==> src/rtl/ctrl_pkg.sv <==
// Shared control definitions: opcodes, ALU codes, data types and the
// control bundle carried down the D->E->M->W pipeline.
package ctrl_pkg;

    localparam logic [6:0] OP_R      = 7'b0110011;
    localparam logic [6:0] OP_I      = 7'b0010011;
    localparam logic [6:0] OP_LOAD   = 7'b0000011;
    localparam logic [6:0] OP_STORE  = 7'b0100011;
    localparam logic [6:0] OP_BRANCH = 7'b1100011;
    localparam logic [6:0] OP_JAL    = 7'b1101111;

    typedef enum logic [3:0] {
        ALU_ADD  = 4'd0,
        ALU_SUB  = 4'd1,
        ALU_SLL  = 4'd2,
        ALU_SLT  = 4'd3,
        ALU_SLTU = 4'd4,
        ALU_XOR  = 4'd5,
        ALU_SRL  = 4'd6,
        ALU_SRA  = 4'd7,
        ALU_OR   = 4'd8,
        ALU_AND  = 4'd9
    } alu_ctrl_t;

    localparam logic [1:0] DT_WORD = 2'b00;
    localparam logic [1:0] DT_HALF = 2'b01;
    localparam logic [1:0] DT_BYTE = 2'b10;

    localparam logic [1:0] IMM_I = 2'b00;
    localparam logic [1:0] IMM_S = 2'b01;
    localparam logic [1:0] IMM_B = 2'b10;
    localparam logic [1:0] IMM_J = 2'b11;

    typedef struct packed {
        logic       reg_write;
        logic       result_src;
        logic       mem_write;
        logic       branch;
        logic       jump;
        logic       alu_src;
        alu_ctrl_t  alu_ctrl;
        logic [1:0] data_type;
        logic [2:0] funct3;
    } ctrl_t;

    localparam ctrl_t CTRL_BUBBLE = '0;

    function automatic logic [1:0] data_type_of(input logic [1:0] f);
        case (f)
            2'b01:   return DT_HALF;
            2'b00:   return DT_BYTE;
            default: return DT_WORD;
        endcase
    endfunction

    function automatic alu_ctrl_t alu_of(
        input logic [2:0] f3,
        input logic       f75,
        input logic       op5
    );
        case (f3)
            3'b000:  return (f75 && op5) ? ALU_SUB : ALU_ADD;
            3'b001:  return ALU_SLL;
            3'b010:  return ALU_SLT;
            3'b011:  return ALU_SLTU;
            3'b100:  return ALU_XOR;
            3'b101:  return f75 ? ALU_SRA : ALU_SRL;
            3'b110:  return ALU_OR;
            default: return ALU_AND;
        endcase
    endfunction

endpackage

==> src/rtl/ctrl_decoder.sv <==
// Combinational decode of opcode/funct fields into a control bundle;
// unknown opcodes raise illegal and decode to a bubble.
module ctrl_decoder
    import ctrl_pkg::*;
(
    input  logic [6:0] op,
    input  logic [2:0] funct3,
    input  logic       funct75,
    output ctrl_t      ctrl,
    output logic [1:0] imm_src,
    output logic       illegal
);

    always_comb begin
        ctrl    = CTRL_BUBBLE;
        imm_src = IMM_I;
        illegal = 1'b0;
        unique case (1'b1)
            (op == OP_R): begin
                ctrl.reg_write = 1'b1;
                ctrl.alu_ctrl  = alu_of(funct3, funct75, op[5]);
            end
            (op == OP_I): begin
                ctrl.reg_write = 1'b1;
                ctrl.alu_src   = 1'b1;
                ctrl.alu_ctrl  = alu_of(funct3, funct75, op[5]);
            end
            (op == OP_LOAD): begin
                ctrl.reg_write  = 1'b1;
                ctrl.result_src = 1'b1;
                ctrl.alu_src    = 1'b1;
                ctrl.data_type  = data_type_of(funct3[1:0]);
            end
            (op == OP_STORE): begin
                ctrl.mem_write = 1'b1;
                ctrl.alu_src   = 1'b1;
                ctrl.data_type = data_type_of(funct3[1:0]);
                imm_src        = IMM_S;
            end
            (op == OP_BRANCH): begin
                ctrl.branch   = 1'b1;
                ctrl.alu_ctrl = ALU_SUB;
                ctrl.funct3   = funct3;
                imm_src       = IMM_B;
            end
            (op == OP_JAL): begin
                ctrl.reg_write = 1'b1;
                ctrl.jump      = 1'b1;
                imm_src        = IMM_J;
            end
            default: illegal = 1'b1;
        endcase
    end

endmodule

==> src/rtl/pipelined_control.sv <==
// Pipelined control unit: decode, D->E->M->W control registers, hazards.
// Define FULL_BRANCH_EN for full BEQ/BNE/BLT/BGE/BLTU/BGEU conditions.
module pipelined_control
    import ctrl_pkg::*;
#(
    parameter int ALU_CTRL_W = 4,
    parameter int REG_ADDR_W = 5
) (
    input  logic                  clk,
    input  logic                  rst_n,
    input  logic [6:0]            op_d,
    input  logic [2:0]            funct3_d,
    input  logic                  funct75_d,
    input  logic [REG_ADDR_W-1:0] rs1_d,
    input  logic [REG_ADDR_W-1:0] rs2_d,
    input  logic [REG_ADDR_W-1:0] rd_d,
    input  logic                  zero_e,
    input  logic                  lt_e,
    input  logic                  ltu_e,
    output logic [1:0]            imm_src_d,
    output logic                  illegal_d,
    output logic [ALU_CTRL_W-1:0] alu_control_e,
    output logic                  alu_src_e,
    output logic                  pc_src_e,
    output logic                  mem_write_m,
    output logic [1:0]            data_type_m,
    output logic                  result_src_w,
    output logic                  reg_write_w,
    output logic [REG_ADDR_W-1:0] rd_w,
    output logic                  stall_d,
    output logic                  flush_d,
    output logic                  flush_e
);

    ctrl_t                 ctrl_d;
    ctrl_t                 e_q;
    logic [REG_ADDR_W-1:0] rd_e;
    logic                  reg_write_m;
    logic                  result_src_m;
    logic [REG_ADDR_W-1:0] rd_m;
    logic                  cond;
    logic                  load_use;

    ctrl_decoder u_dec (
        .op      (op_d),
        .funct3  (funct3_d),
        .funct75 (funct75_d),
        .ctrl    (ctrl_d),
        .imm_src (imm_src_d),
        .illegal (illegal_d)
    );

`ifdef FULL_BRANCH_EN
    always_comb begin
        cond = 1'b0;
        case (e_q.funct3)
            3'b000:  cond = zero_e;
            3'b001:  cond = ~zero_e;
            3'b100:  cond = lt_e;
            3'b101:  cond = ~lt_e;
            3'b110:  cond = ltu_e;
            3'b111:  cond = ~ltu_e;
            default: cond = 1'b0;
        endcase
    end
`else
    logic unused_flags;
    assign unused_flags = lt_e ^ ltu_e ^ (^e_q.funct3);
    assign cond         = zero_e;
`endif

    assign pc_src_e = e_q.jump | (e_q.branch & cond);

    assign load_use = e_q.result_src & e_q.reg_write
                    & (rd_e != '0)
                    & ((rd_e == rs1_d) | (rd_e == rs2_d));

    // A redirect discards the decode slot, so it overrides any stall
    assign stall_d = load_use & ~pc_src_e;
    assign flush_d = pc_src_e;
    assign flush_e = load_use | pc_src_e;

    always_ff @(posedge clk or negedge rst_n) begin
        if (!rst_n) begin
            e_q  <= CTRL_BUBBLE;
            rd_e <= '0;
        end else if (flush_e || illegal_d) begin
            e_q  <= CTRL_BUBBLE;
            rd_e <= '0;
        end else begin
            e_q  <= ctrl_d;
            rd_e <= rd_d;
        end
    end

    always_ff @(posedge clk or negedge rst_n) begin
        if (!rst_n) begin
            reg_write_m  <= 1'b0;
            result_src_m <= 1'b0;
            mem_write_m  <= 1'b0;
            data_type_m  <= 2'b00;
            rd_m         <= '0;
        end else begin
            reg_write_m  <= e_q.reg_write;
            result_src_m <= e_q.result_src;
            mem_write_m  <= e_q.mem_write;
            data_type_m  <= e_q.data_type;
            rd_m         <= rd_e;
        end
    end

    always_ff @(posedge clk or negedge rst_n) begin
        if (!rst_n) begin
            reg_write_w  <= 1'b0;
            result_src_w <= 1'b0;
            rd_w         <= '0;
        end else begin
            reg_write_w  <= reg_write_m;
            result_src_w <= result_src_m;
            rd_w         <= rd_m;
        end
    end

    assign alu_control_e = ALU_CTRL_W'(e_q.alu_ctrl);
    assign alu_src_e     = e_q.alu_src;

endmodule

==> config.mk <==
export PLATFORM = sky130hd
export DESIGN_NAME = pipelined_control
export DESIGN_NICKNAME = d
export VERILOG_FILES = /design/src/rtl/ctrl_pkg.sv /design/src/rtl/ctrl_decoder.sv /design/src/rtl/pipelined_control.sv
export SDC_FILE = /design/constraint.sdc
export NUM_CORES = 1
export LEC_CHECK = 0
export ABC_CLOCK_PERIOD_IN_PS = 1950
export BUFFER_PORTS_ARGS = -buffer_cell sky130_fd_sc_hd__buf_2
export CAP_MARGIN = 0
export CORE_MARGIN = 5
export CORE_UTILIZATION = 40
export DETAILED_ROUTE_END_ITERATION = 12
export PLACE_DENSITY = 0.7
export SLEW_MARGIN = 20
export SYNTH_ARGS = -nofsm -noshare
export SYNTH_HDL_FRONTEND = slang
export SYNTH_SLANG_ARGS = --single-unit
==> constraint.sdc <==
create_clock -name clk -period 1.95 [get_ports clk]
set_input_delay 0.4875 -clock clk [delete_from_list [all_inputs] [get_ports clk]]
set_output_delay 0.4875 -clock clk [all_outputs]
set_load 0.1 [all_outputs]
== Yosys cells after proc, flatten, opt, wreduce, memory -nomap -nowiden ==
Index checks and enable logic that the tools add are counted.

* Output and inout port bits: 22
* Input port bits: 31
* Logic and storage cells: 68
* Register bits: 34

* Bitwise gates (word level): 9
* Reduce and logical (&&, ||, !) cells: 10
* Equality and inequality tests: 15
* Mux-type cells: 17

{| class="wikitable"
|+ Operator list
! operator !! count
|-
| case mux 4 bit (7 select lines) || 1
|-
| two-way mux 15 bit || 1
|-
| == test 7 x 6 -> 1 bit, second input constant || 2
|-
| == test 7 bit, second input constant || 2
|-
| == test 5 bit || 2
|-
| == test 3 bit, second input constant || 3
|-
| two-way mux 1 bit || 9
|-
| case mux 4 bit (2 select lines) || 1
|-
| == test 7 x 2 -> 1 bit, second input constant || 1
|-
| == test 7 x 5 -> 1 bit, second input constant || 1
|-
| == test 3 x 2 -> 1 bit, second input constant || 2
|-
| case mux 2 bit (3 select lines) || 1
|-
| OR reduction 6 bit || 1
|-
| bitwise AND 1 bit || 5
|-
| two-way mux 5 bit || 1
|-
| nonzero test 5 bit || 1
|-
| case mux 2 bit (2 select lines) || 1
|-
| OR reduction 2 bit || 2
|-
| OR reduction 4 bit || 1
|-
| == test 3 x 1 -> 1 bit, second input constant || 1
|-
| logical NOT 3 bit || 1
|-
| two-way mux 3 bit || 1
|-
| bitwise OR 1 bit || 3
|-
| OR reduction 3 bit || 1
|-
| other kinds (6) || 6
|}

== Depth between registers and ports, before layout ==
* Depth in word-level cells: 6
* Depth in mapped cells: 6
* Mapped depth without buffers: 5

== Hierarchy ==
From an unflattened synthesis, not the netlist that was laid out.

* Cells, all modules: 145
* Area total of the unflattened synthesis: 1,637.8 µm²

{| class="wikitable"
|+ Modules (own cells, without submodules)
! module !! times used !! area each (µm²) !! cells an instance !! seq. area each (µm²)
|-
| pipelined_control || 1 || 1,351.3 || 101 || 850.8
|-
| ctrl_decoder || 1 || 286.5 || 44 || 0.0
|}

== Least setup slack after synthesis ==
OpenSTA, ideal clock, no wires.

* Path kind: input port to output port
* Start: in op_d[2]
* End: out imm_src_d[0]
* Data required time: 1.462 ns
* Data arrival time: 2.568 ns
* Path slack: -1.105 ns
* Cell stages on the path: 4
* Buffers on the path: 0
* Cells stage by stage: nor2_1 > nand3_1 > or2_2 > a21oi_1

* Word-level cells in the longest chain between the ends: 2
* Elaborated cells on any way between the ends: 4
* Those cells by class: 3 x eq/ne; 1 x mux

{| class="wikitable"
|+ Ends and longest elaborated chain
! what !! RTL line !! text
|-
| start: declaration || pipelined_control.sv:11 || <nowiki>input logic [6:0] op_d,</nowiki>
|-
| == test 7 bit, or another cell as far along || ctrl_decoder.sv:46 || <nowiki>(op == OP_JAL): begin</nowiki>
|-
| case mux 2 bit (3 select lines) (*) || ctrl_decoder.sv:18 || <nowiki>unique case (1'b1)</nowiki>
|-
| end: declaration || pipelined_control.sv:20 || <nowiki>output logic [1:0] imm_src_d,</nowiki>
|}

Every way passes the cells marked *; elsewhere a longest branch is shown, timed or not.

== Worst setup path after layout ==
* Start: reg rd_e[0]
* End: out flush_e

* Word-level cells in the longest chain between the ends: 4
* Elaborated cells on any way between the ends: 7
* Those cells by class: 2 x eq/ne; 4 x bitwise; 1 x reduce/logical

{| class="wikitable"
|+ Ends and longest elaborated chain
! what !! RTL line !! text
|-
| start: declaration || pipelined_control.sv:37 || <nowiki>logic [REG_ADDR_W-1:0] rd_e;</nowiki>
|-
| start signal: assignment || pipelined_control.sv:92 || <nowiki>rd_e <= rd_d;</nowiki>
|-
| == test 5 bit / nonzero test 5 bit (equally long branches) || pipelined_control.sv:76, pipelined_control.sv:75 ||
|-
| bitwise OR 1 bit / bitwise AND 1 bit (equally long branches) || pipelined_control.sv:76, pipelined_control.sv:75 ||
|-
| bitwise AND 1 bit (*) || pipelined_control.sv:76 || <nowiki>& ((rd_e == rs1_d) | (rd_e == rs2_d));</nowiki>
|-
| bitwise OR 1 bit (*) || pipelined_control.sv:81 || <nowiki>assign flush_e = load_use | pc_src_e;</nowiki>
|-
| end: declaration || pipelined_control.sv:32 || <nowiki>output logic flush_e</nowiki>
|}

Marks and branches as above.

==> Flow_metrics.wiki <==
{| class="wikitable"
! Metric !! Value
|-
| YS warnings || 0
|-
| Vias after detailed routing || 1082
|-
| Signal arrival time at the worst endpoint || 1.88 ns
|-
| GR Overflow Total || 0
|-
| Total Routing Usage GR || 13.8%
|-
| Power per cell area || 666 nW/µm²
|-
| Clock slew seen by the registers of the worst setup and hold paths || 0.10 ns
|-
| Final hold vios || 0
|-
| Worst relative slew slack || 53.8%
|-
| Slew at the pin closest to its max-slew limit || 0.693 ns
|-
| Final-report max-slew violation count || 0
|-
| Wire length of the first global-routing pass || 4730 µm
|-
| Capture point of the worst path || flush_e
|-
| Min-Delay Path Class || in -> async
|-
| Maximum number of pins on one net before global-route repair || 35
|-
| Gate count after technology mapping || 112
|-
| DRC violation count after routing || 0
|-
| Maximum fanout along the worst path || 3
|-
| Hold buffer count at CTS || 0
|-
| Drt total wl || 3020 µm
|-
| Non-Filler Instances || 224
|-
| Number of global-route vias before repair || 1076
|-
| Net total in the final layout || 208
|-
| CTS Buffer Depth || 2
|-
| Layout cells sized above 1 || 55.1%
|-
| Synth-to-layout area growth || 52.3%
|-
| Worst hold slack across all endpoints || 0.194 ns
|-
| Result of the run || complete, but fails checks
|-
| Shortest period the worst path allows || 2.36 ns
|-
| Share of the clock period used by the worst path || 121%
|-
| Largest voltage drop on the vdd net || 0.000268 V
|-
| Ports || 53
|-
| Highest achievable clock rate || 423 MHz
|-
| Flop and latch count out of synthesis || 34
|-
| Post-synthesis average cell area || 12.2 µm²
|-
| Critical Path Start || rd_e[0]$_DFF_PN0_
|-
| Root buffer cell || clkbuf_4
|-
| CTS Sinks || 34
|-
| Initial antenna violation count || 0
|-
| Number of maximum-capacitance violations || 0
|-
| End-of-flow core utilization || 62.6%
|-
| Detail Placement HPWL || 2210 µm
|-
| Critical path launch point type || register
|-
| Routability-driven placement congestion ratio || 0.821
|-
| Final-layout fill cell count || 279
|-
| Floorplan die width || 68.3 µm
|-
| Synth cell types || 33
|-
| Critical path capture point type || output pin
|-
| Post-layout instance area || 2070 µm²
|-
| Static Leak || 1.06 nW
|-
| Area after DPL || 1850 µm²
|-
| Number of cells on the worst reg-to-reg path || 6
|-
| Antenna diode instance count || 0
|-
| Drt initial violations || 60
|-
| Placeable core region || 3310 µm²
|-
| Startpoint-to-endpoint class of the critical path || reg -> out
|-
| FP Rows || 21
|-
| Total CTS buffers || 5
|-
| First-pass DRT Iterations || 4
|-
| Post-synth design cell area || 1360 µm²
|-
| Max H-tree Level || 2
|-
| Die height || 68.3 µm
|-
| Placement Setup Slack || -0.110 ns
|-
| Sequential area share after synthesis || 62.5%
|-
| Avg WL per Cell || 13.5 µm
|-
| Failing checks || negative setup slack
|-
| Mean number of vias per cell || 4.83
|-
| Clock latency on the worst-skew pair || 0.32 ns
|-
| Launch instance of the worst register-to-register path || rd_e[0]$_DFF_PN0_
|-
| Syn Nets || 143
|-
| Largest clock skew in the final design || 0.00917 ns
|-
| Area enclosed by the die boundary || 4670 µm²
|-
| Worst Setup Slack, final || -0.414 ns
|-
| Unrepaired setup endpoints after global routing || true
|-
| Worst reg2reg endpoint || e_q[13]$_DFF_PN0_
|-
| TritonCTS clock tree || built
|-
| Starting Density || 41.1%
|-
| Final setup vio count || 2
|-
| Dpl cells || 213
|-
| Worst-case register-to-register setup slack || 0.05 ns
|-
| Total of buffers placed on input and output ports || 50
|-
| Remaining antenna violation count || 0
|-
| CP Data Required Time || 1.46 ns
|}
==> cells by family (layout without fill, tap and decap cells) <==
logic type,after synthesis,after routing,synth area share (%)
AOI/OAI and AO/OA,14,14,7.81
xor gates and xnor gates,10,10,6.43
buffers and inverters,13,79,5.61
DFF,34,34,62.5
muxes,2,2,1.56
and+or+nand+nor,39,39,16.1
==> worst max-delay path: stages, from the launching register on <==
cell	delay, ns
dfrtp_1	0.39
or3_4	0.39
o311a_4	0.34
a21oi_4	0.23
inv_8	0.04
buf_12	0.16
==> synth_stat cells (all sizes together) <==
cell | number | area share, %
a2111oi | 2 | 2.2
a211oi | 1 | 0.55
a21oi | 6 | 2.2
a22oi | 1 | 0.55
and2 | 2 | 1.1
and3 | 9 | 4.1
buf | 7 | 4.0
clkbuf | 2 | 0.55
dfrtp | 34 | 63
inv | 4 | 1.1
mux2 | 1 | 0.83
mux2i | 1 | 0.74
nand2 | 6 | 1.7
nand2b | 1 | 0.46
nand3 | 3 | 1.1
nand4 | 2 | 0.92
nor2 | 4 | 1.1
nor2b | 1 | 0.46
nor3 | 3 | 1.1
nor3b | 2 | 1.1
nor4 | 3 | 1.4
nor4b | 1 | 0.64
o211a | 1 | 0.74
o21ai | 1 | 0.37
o22ai | 1 | 0.46
o311a | 1 | 0.74
or2 | 1 | 0.46
or3 | 1 | 0.46
xnor2 | 10 | 6.4
==> registers in the layout, indices dropped and copies added (netlist names) <==
signal,flops
e_q,7
rd_m,5
reg_write_m,1
rd_e,5
data_type_m,2
result_src_m,1
result_src_w,1
mem_write_m,1
rd_w,5
alu_src_e,1
reg_write_w,1
alu_control_e,4
==> worst min path at each step <==
stage,startpoint,end,slack (ns),cells after the start
floorplan,rst_n,alu_control_e[0]$_DFF_PN0_,0.19,0
global placement,result_src_m$_DFF_PN0_,result_src_w$_DFF_PN0_,0.33,0
detailed placement,e_q[3]$_DFF_PN0_,data_type_m[0]$_DFF_PN0_,0.33,0
CTS,rst_n,alu_control_e[0]$_DFF_PN0_,0.21,1
global route,rst_n,e_q[11]$_DFF_PN0_,0.24,1
finish,rst_n,alu_control_e[0]$_DFF_PN0_,0.19,1
==> placed cells by master (no fill, tap or decap), drive strengths merged <==
cell       n
nor2       4
o22ai      1
mux2       1
and3       9
o21ai      1
nor4       3
mux2i      1
clkbuf     5
a22oi      1
bufinv     1
inv        2
a211oi     1
and2       2
o311a      1
clkinv     2
nor2b      1
clkinvlp   2
nand3      3
a21oi      6
nor3b      2
dfrtp     34
nand2      6
nand2b     1
a2111oi    2
nand4      2
o211a      1
nor4b      1
nor3       3
or3        1
xnor2     10
or2        1
buf       67
==> where the power goes <==
| group | total (mW) | internal [mW] | switching, mW |
|---|---|---|---|
| clock network | 0.485 | 0.266 | 0.219 |
| registers | 0.717 | 0.713 | 0.00365 |
| logic | 0.180 | 0.0727 | 0.107 |
==> per-layer routing <==
layer  vias to the layer above  share of wire, %  track usage (%)
met5                         -                 0                0
met4                         0               1.8             6.95
met3                         5               4.9             3.94
met2                        31                56             23.7
met1                       534                37             15.6
li1                        512                 -                -
==> what timing repair did <==
item | in CTS | in global routing
gates resized for setup | 6 | 18
buffers inserted | 0 | 3
setup endpoints to repair | 5 | 6
pin swaps | 2 | 6
==> per-stage QoR <==
| step | total power [mW] | setup TNS (ns) |
|---|---|---|
| 5_1_grt | 1.45 | -1.04 |
| 4_1_cts | 1.38 | -0.823 |
| 3_3_place_gp | 0.889 | -0.108 |
| 6_report | 1.38 | -0.815 |
| 3_5_place_dp | 0.894 | -0.165 |
| 2_1_floorplan | 0.819 | -0.659 |
==> layout make-up <==
type / count / area [µm²] / share of cell area (%)
sequential: 34 / 851 / 41.0
multi-input combinational: 65 / 546 / 26.3
tap: 46 / 57.6 / 2.78
clock inverter: 3 / 40.0 / 1.93
clock buffer: 5 / 37.5 / 1.81
timing repair buffer: 67 / 512 / 24.7
inverter: 4 / 30.0 / 1.45
(Power assumes the default switching activity.)
